`config.mk`:
```
export PLATFORM = sky130hd
export DESIGN_NAME = pcm_frame_rx
export DESIGN_NICKNAME = d
export VERILOG_FILES = /design/src/rtl/pcm_frame_pkg.sv /design/src/rtl/pcm_frame_timeout.sv /design/src/rtl/pcm_frame_rx.sv
export SDC_FILE = /design/constraint.sdc
export NUM_CORES = 1
export LEC_CHECK = 0
export BUFFER_PORTS_ARGS = -buffer_cell sky130_fd_sc_hd__buf_2
export CAP_MARGIN = 40
export CORE_MARGIN = 2
export CORE_UTILIZATION = 41
export DETAILED_ROUTE_END_ITERATION = 8
export PLACE_DENSITY_LB_ADDON = 0.15
export SYNTH_ARGS = -nofsm -noshare
export SYNTH_HDL_FRONTEND = slang
export SYNTH_SLANG_ARGS = --single-unit
export TNS_END_PERCENT = 10
```
`constraint.sdc`:
```
create_clock -name clk -period 1.6 [get_ports clk]
set_input_delay 0.08 -clock clk [delete_from_list [all_inputs] [get_ports clk]]
set_output_delay 0.08 -clock clk [all_outputs]
set_load 0.005 [all_outputs]
```
`src/rtl/pcm_frame_pkg.sv`:
```
// -----------------------------------------------------------------------------
// pcm_frame_pkg
// Shared definitions for the framed PCM receiver: state encoding, default
// sync bytes and the frame header length.
// -----------------------------------------------------------------------------
package pcm_frame_pkg;

  // Default sync word, sent as SYNC0 then SYNC1.
  localparam logic [7:0] SYNC0_DEFAULT = 8'hA5;
  localparam logic [7:0] SYNC1_DEFAULT = 8'h5A;

  // Header bytes preceding the payload: SYNC0, SYNC1, N.
  localparam int HDR_LEN = 3;

  // State encodings.
  localparam logic [2:0] ST_HUNT0 = 3'd0;
  localparam logic [2:0] ST_HUNT1 = 3'd1;
  localparam logic [2:0] ST_LEN   = 3'd2;
  localparam logic [2:0] ST_LEFT  = 3'd3;
  localparam logic [2:0] ST_RIGHT = 3'd4;
  localparam logic [2:0] ST_CSUM  = 3'd5;

  typedef enum logic [2:0] {
    HUNT0 = ST_HUNT0,
    HUNT1 = ST_HUNT1,
    LEN   = ST_LEN,
    LEFT  = ST_LEFT,
    RIGHT = ST_RIGHT,
    CSUM  = ST_CSUM
  } state_e;

endpackage

```
`src/rtl/pcm_frame_timeout.sv`:
```
// -----------------------------------------------------------------------------
// pcm_frame_timeout
// Idle-cycle watchdog for the frame receiver.
//   clk, reset_n : clock, asynchronous active-low reset
//   clear        : a byte arrived this cycle; restart the idle count
//   run          : receiver is inside a frame (not hunting for SYNC0)
//   expired      : abort the frame at this clock edge
// -----------------------------------------------------------------------------
module pcm_frame_timeout #(
  parameter int TIMEOUT_CYCLES = 1200
) (
  input  logic clk,
  input  logic reset_n,
  input  logic clear,
  input  logic run,
  output logic expired
);

  localparam int CW = $clog2(TIMEOUT_CYCLES + 1);
  localparam logic [CW-1:0] CNT_MAX = CW'(TIMEOUT_CYCLES);
  // The byte's own cycle is cycle 0 and the receiver registers its error
  // flag, so the abort must be taken at the edge closing idle cycle
  // TIMEOUT_CYCLES-1; that is where the count has reached TIMEOUT_CYCLES-2.
  localparam logic [CW-1:0] FIRE_AT = CW'(TIMEOUT_CYCLES - 2);

  logic [CW-1:0] cnt;

  // NOTE: sequential state uses non-blocking assignments only, so every
  // register samples pre-edge values regardless of statement order.
  always_ff @(posedge clk or negedge reset_n) begin
    if (!reset_n) begin
      cnt <= '0;
    end else if (clear) begin
      cnt <= '0;
    end else if (run && cnt != CNT_MAX) begin
      cnt <= cnt + CW'(1);
    end
  end

  // A byte in the same cycle always wins over the timeout.
  assign expired = run && !clear && (cnt == FIRE_AT);

endmodule

```
`src/rtl/pcm_frame_rx.sv`:
```
// -----------------------------------------------------------------------------
// pcm_frame_rx
// Framed PCM receiver: SYNC0 SYNC1 N {L R}xN C, with C = XOR of N and all
// sample bytes. Each L/R pair is streamed to the sample FIFO as {L, R}.
//   clk, reset_n          : clock, asynchronous active-low reset
//   rx_data, rx_valid     : UART byte and its one-cycle strobe
//   fifo_full             : sample FIFO cannot accept a word
//   wr_en, wr_data        : FIFO write strobe and {L, R} word
//   frame_ok, frame_err   : one-cycle frame result pulses
//   err_count, drop_count : saturating error / dropped-sample counters
//   busy                  : receiver is inside a frame
// -----------------------------------------------------------------------------
module pcm_frame_rx
  import pcm_frame_pkg::*;
#(
  parameter logic [7:0] SYNC0          = SYNC0_DEFAULT,
  parameter logic [7:0] SYNC1          = SYNC1_DEFAULT,
  parameter int         TIMEOUT_CYCLES = 1200
) (
  input  logic        clk,
  input  logic        reset_n,
  input  logic [7:0]  rx_data,
  input  logic        rx_valid,
  input  logic        fifo_full,
  output logic        wr_en,
  output logic [15:0] wr_data,
  output logic        frame_ok,
  output logic        frame_err,
  output logic [7:0]  err_count,
  output logic [7:0]  drop_count,
  output logic        busy
);

  state_e     state;
  logic [7:0] remaining;
  logic [7:0] csum;
  logic [7:0] left_buf;
  logic       tmo_expired;

  pcm_frame_timeout #(
    .TIMEOUT_CYCLES(TIMEOUT_CYCLES)
  ) u_timeout (
    .clk     (clk),
    .reset_n (reset_n),
    .clear   (rx_valid),
    .run     (busy),
    .expired (tmo_expired)
  );

  // busy is registered alongside state and always updated with it, so it
  // is exactly (state != HUNT0) without a decode after the flops.
  always_ff @(posedge clk or negedge reset_n) begin
    if (!reset_n) begin
      state      <= HUNT0;
      remaining  <= '0;
      csum       <= '0;
      left_buf   <= '0;
      wr_en      <= 1'b0;
      wr_data    <= '0;
      frame_ok   <= 1'b0;
      frame_err  <= 1'b0;
      err_count  <= '0;
      drop_count <= '0;
      busy       <= 1'b0;
    end else begin
      wr_en     <= 1'b0;
      frame_ok  <= 1'b0;
      frame_err <= 1'b0;

      if (rx_valid) begin
        case (state)
          HUNT0: begin
            if (rx_data == SYNC0) begin
              state <= HUNT1;
              busy  <= 1'b1;
            end
          end

          HUNT1: begin
            if (rx_data == SYNC1) begin
              state <= LEN;
            end else if (rx_data != SYNC0) begin
              // A repeated SYNC0 may be the true start; anything else is noise.
              state <= HUNT0;
              busy  <= 1'b0;
            end
          end

          LEN: begin
            if (rx_data == 8'd0) begin
              frame_err <= 1'b1;
              if (err_count != 8'hFF) err_count <= err_count + 8'd1;
              state <= HUNT0;
              busy  <= 1'b0;
            end else begin
              remaining <= rx_data;
              csum      <= rx_data;
              state     <= LEFT;
            end
          end

          LEFT: begin
            left_buf <= rx_data;
            csum     <= csum ^ rx_data;
            state    <= RIGHT;
          end

          RIGHT: begin
            csum <= csum ^ rx_data;
            if (fifo_full) begin
              if (drop_count != 8'hFF) drop_count <= drop_count + 8'd1;
            end else begin
              wr_en   <= 1'b1;
              wr_data <= {left_buf, rx_data};
            end
            remaining <= remaining - 8'd1;
            state     <= (remaining == 8'd1) ? CSUM : LEFT;
          end

          CSUM: begin
            if (rx_data == csum) begin
              frame_ok <= 1'b1;
            end else begin
              frame_err <= 1'b1;
              if (err_count != 8'hFF) err_count <= err_count + 8'd1;
            end
            state <= HUNT0;
            busy  <= 1'b0;
          end

          default: begin
            state <= HUNT0;
            busy  <= 1'b0;
          end
        endcase
      end else if (tmo_expired) begin
        frame_err <= 1'b1;
        if (err_count != 8'hFF) err_count <= err_count + 8'd1;
        left_buf <= '0;
        state    <= HUNT0;
        busy     <= 1'b0;
      end
    end
  end

endmodule

```
==> impl_metrics.yaml <==
placed_design:
  placed_area_mm2: 0.00454
  globalplace.congestion: 0.888
  portBuffers: 47
  dpl.hpwl_um: 5930
  dp.cells: 548
layout:
  finalInstanceArea_mm2: 0.00492
  layout.cells.non_filler: 567
  fillers: 800
  seq_area_mm2: 0.00185
  final_nets: 473
  layout-area-overhead-vs-synth_pct: 32.6
  drive_above_1_share_pct: 34.9
  multi_input_area_mm2: 0.00186
  n_antenna_cell: 0
global_route:
  grt_pass1_wl_um: 14800
  grt_pass1_vias: 3018
  grt_overflow: 0
  track_usage_pct: 18.7
  grt_max_degree: 35
  grt_antenna_before_repair: 0
worst_setup_path:
  required_ns: 1.84
  reg2reg_from: "u_timeout.cnt[1]$_DFFE_PN0P_"
  worstPathMaxFanout: 4
  startpoint_type: "flip-flop"
  crit_type: "reg2reg"
  cp-startpoint: "u_timeout.cnt[1]$_DFFE_PN0P_"
  critPathCaptureType: "flip-flop"
  arrival_ns: 2.08
sta:
  finalSetupViolCount: 25
  slew_violations: 0
  max_freq_mhz: 542
  tns_ns: -2.30
  whs_ns: 0.0518
  post-route-period-util_pct: 115
  tightest_slew_ns: 0.421
  min_period_ns: 1.85
  fin_ws_ns: -0.247
  finClkSkew_ns: 0.0124
  rsz0062_at_grt: "true"
  final_hold_viol_count: 0
  slew_headroom_pct: 71.7
routing:
  route.detailed.drc: 0
  drt-vias-per-instance: 5.09
  wl_per_cell_um: 14.6
  drtPass1Iterations: 4
  drt_iter0_drc: 109
  via_count: 2887
  wirelength_um: 8280
  drtAntennaViolNets: 0
synth:
  yosysWarnings: 0
  yosysSeqAreaShare_pct: 49.9
  synth_area_leader_cell: "dfrtp_1"
  synth_commonest_cells: "dfrtp_1 (74), nand2_1 (49), xor2_1 (24), nor2_1 (20), o21ai_1 (20)"
  asyncSetResetFlopFracSynth_pct: 100
  synth_compound_area_share_pct: 11.3
  synth.most_common_cell: "dfrtp_1"
  synthXorXnorAreaFrac_pct: 9.44
  ys_ff_latch: 74
  synth-adder-area-share_pct: 2.36
  synth.area.top_cells: "dfrtp_1 (50%), xor2_1 (5.7%), mux2_1 (5.5%)"
  synthFlopType: "dfrtp_1"
  syn_nets: 361
  avgSynthCellArea_um2: 10.9
  yosysUniqueCellTypes: 56
  yosys.area_share.simple_pct: 18.1
  synthMuxAreaShare_pct: 6.44
  synth_edf_count: 0
  syn_area_mm2: 0.00371
  yosysTopAreaCellShare_pct: 49.9
  synth_top_family_by_area: "simple AND/OR/NAND/NOR gates"
  synthCells: 342
clock_network:
  clk_latency_ns: 0.35
  cts_tree: "done"
  cts_buffers: 9
  clkSinkCount: 74
  clockBufferDepth: 2
  h-tree-depth: 3
  root_buffer: "clkbuf_8"
  path_clk_slew_ns: 0.08
power_and_ir_drop:
  power_uw: 6560
  power.density_mw_per_mm2: 1330
  worst_ir_drop_vdd_mv: 0.687
  p_leak_uw: 0.00237
floorplan:
  die_height_um: 99.1
  io_pins: 48
  core_area_mm2: 0.00876
  rows: 34
  start_util_pct: 42.3
  die_area_mm2: 0.00983
  die_w_um: 99.1
job:
  drv_cap: 0
outcome:
  violations: "setup timing"
  status: "finished with violations"
worst_hold_path:
  hp-start: "rx_data[1]"
  worstHoldPathType: "in2reg"
power by group:
group	switching, uW	internal [uW]
logic	963	1170
registers	350	2380
clock network	702	1000
total	2010	4550
repair_timing:
item | in CTS | in global routing
hold endpoints to repair | 52 | 0
pin swaps | 5 | 2
resized for setup | 6 | 23
setup endpoints to repair | 34 | 60
hold buffers | 1 | 0
gates cloned | 0 | 0
buffers inserted | 1 | 1
kinds of logic after synthesis:
| family | Yosys count |
|---|---|
| AOI/OAI and AO/OA | 58 |
| xor gates and xnor gates | 40 |
| adders and majority gates | 7 |
| buffers and inverters | 20 |
| DFF | 74 |
| muxes | 21 |
| and+or+nand+nor | 122 |
cell usage in the layout (no fill, tap or decap), types with 3 or more instances in the layout:
| master | instances |
|---|---|
| mux2_1 | 7 |
| xnor2_1 | 16 |
| buf_2 | 46 |
| ha_1 | 6 |
| nand4_1 | 8 |
| o21ai_1 | 20 |
| dfrtp_1 | 74 |
| buf_4 | 54 |
| buf_12 | 4 |
| nand2_1 | 47 |
| nor2_1 | 20 |
| a31oi_1 | 3 |
| clkbuf_8 | 12 |
| nand3_1 | 12 |
| nor3_1 | 5 |
| inv_1 | 9 |
| a21oi_1 | 7 |
| a211oi_1 | 5 |
| xor2_1 | 24 |
| nor4_4 | 4 |
| and3_1 | 6 |
| buf_6 | 6 |
| mux2_4 | 12 |
cell type report:
class                           instances  area share, %
Inverter                               10          0.763
Tap cell                              108           2.75
Sequential cell                        74           37.6
Timing Repair Buffer                  111           16.1
Multi-Input combinational cell        248           37.9
Clock inverter                          4           1.48
Clock buffer                           12           3.36
worst max-delay path, cell delays in order (launching register included):
cell       delay, ns
dfrtp_1         0.43
ha_4            0.17
nand4bb_1       0.13
nor4_4          0.05
buf_6           0.13
or3_4           0.36
o22ai_2         0.14
mux2_4          0.31
per-stage QoR:
stage	util, %	worst slack, ns
2_1_floorplan	-	-0.174
3_3_place_gp	51.8	-0.227
3_5_place_dp	51.8	-0.277
4_1_cts	54.9	-0.244
5_1_grt	56.1	-0.310
6_report	56.1	-0.247
per-layer routing:
metal	wire length (um)	GRT usage (%)
met5	0	0
met1	4070	26.6
met3	267	5.76
met4	61	4.43
met2	3880	28.2
registers in the layout (all words and copies together) (netlist names):
| name | count |
|---|---|
| wr_data | 16 |
| u_timeout.cnt | 11 |
| csum | 8 |
| drop_count | 8 |
| err_count | 8 |
| left_buf | 8 |
| remaining | 8 |
| state | 3 |
| busy | 1 |
| frame_err | 1 |
| frame_ok | 1 |
| wr_en | 1 |
worst paths after layout:
kind / endpoint / slack (ns) / cells past startpoint
worst max-delay path: state[0]$_DFFE_PN0P_ / -0.25 / 7
worst min-delay path: wr_data[1]$_DFFE_PN0P_ / 0.05 / 2
worst max register to register: state[0]$_DFFE_PN0P_ / -0.25 / 7
worst min register to register: wr_data[11]$_DFFE_PN0P_ / 0.48 / 1
max in group asynchronous: remaining[7]$_DFFE_PN0P_ / 0.87 / 3
min in group asynchronous: wr_en$_DFF_PN0_ / 0.19 / 2
Note: power is estimated with default switching activity, not from simulation.
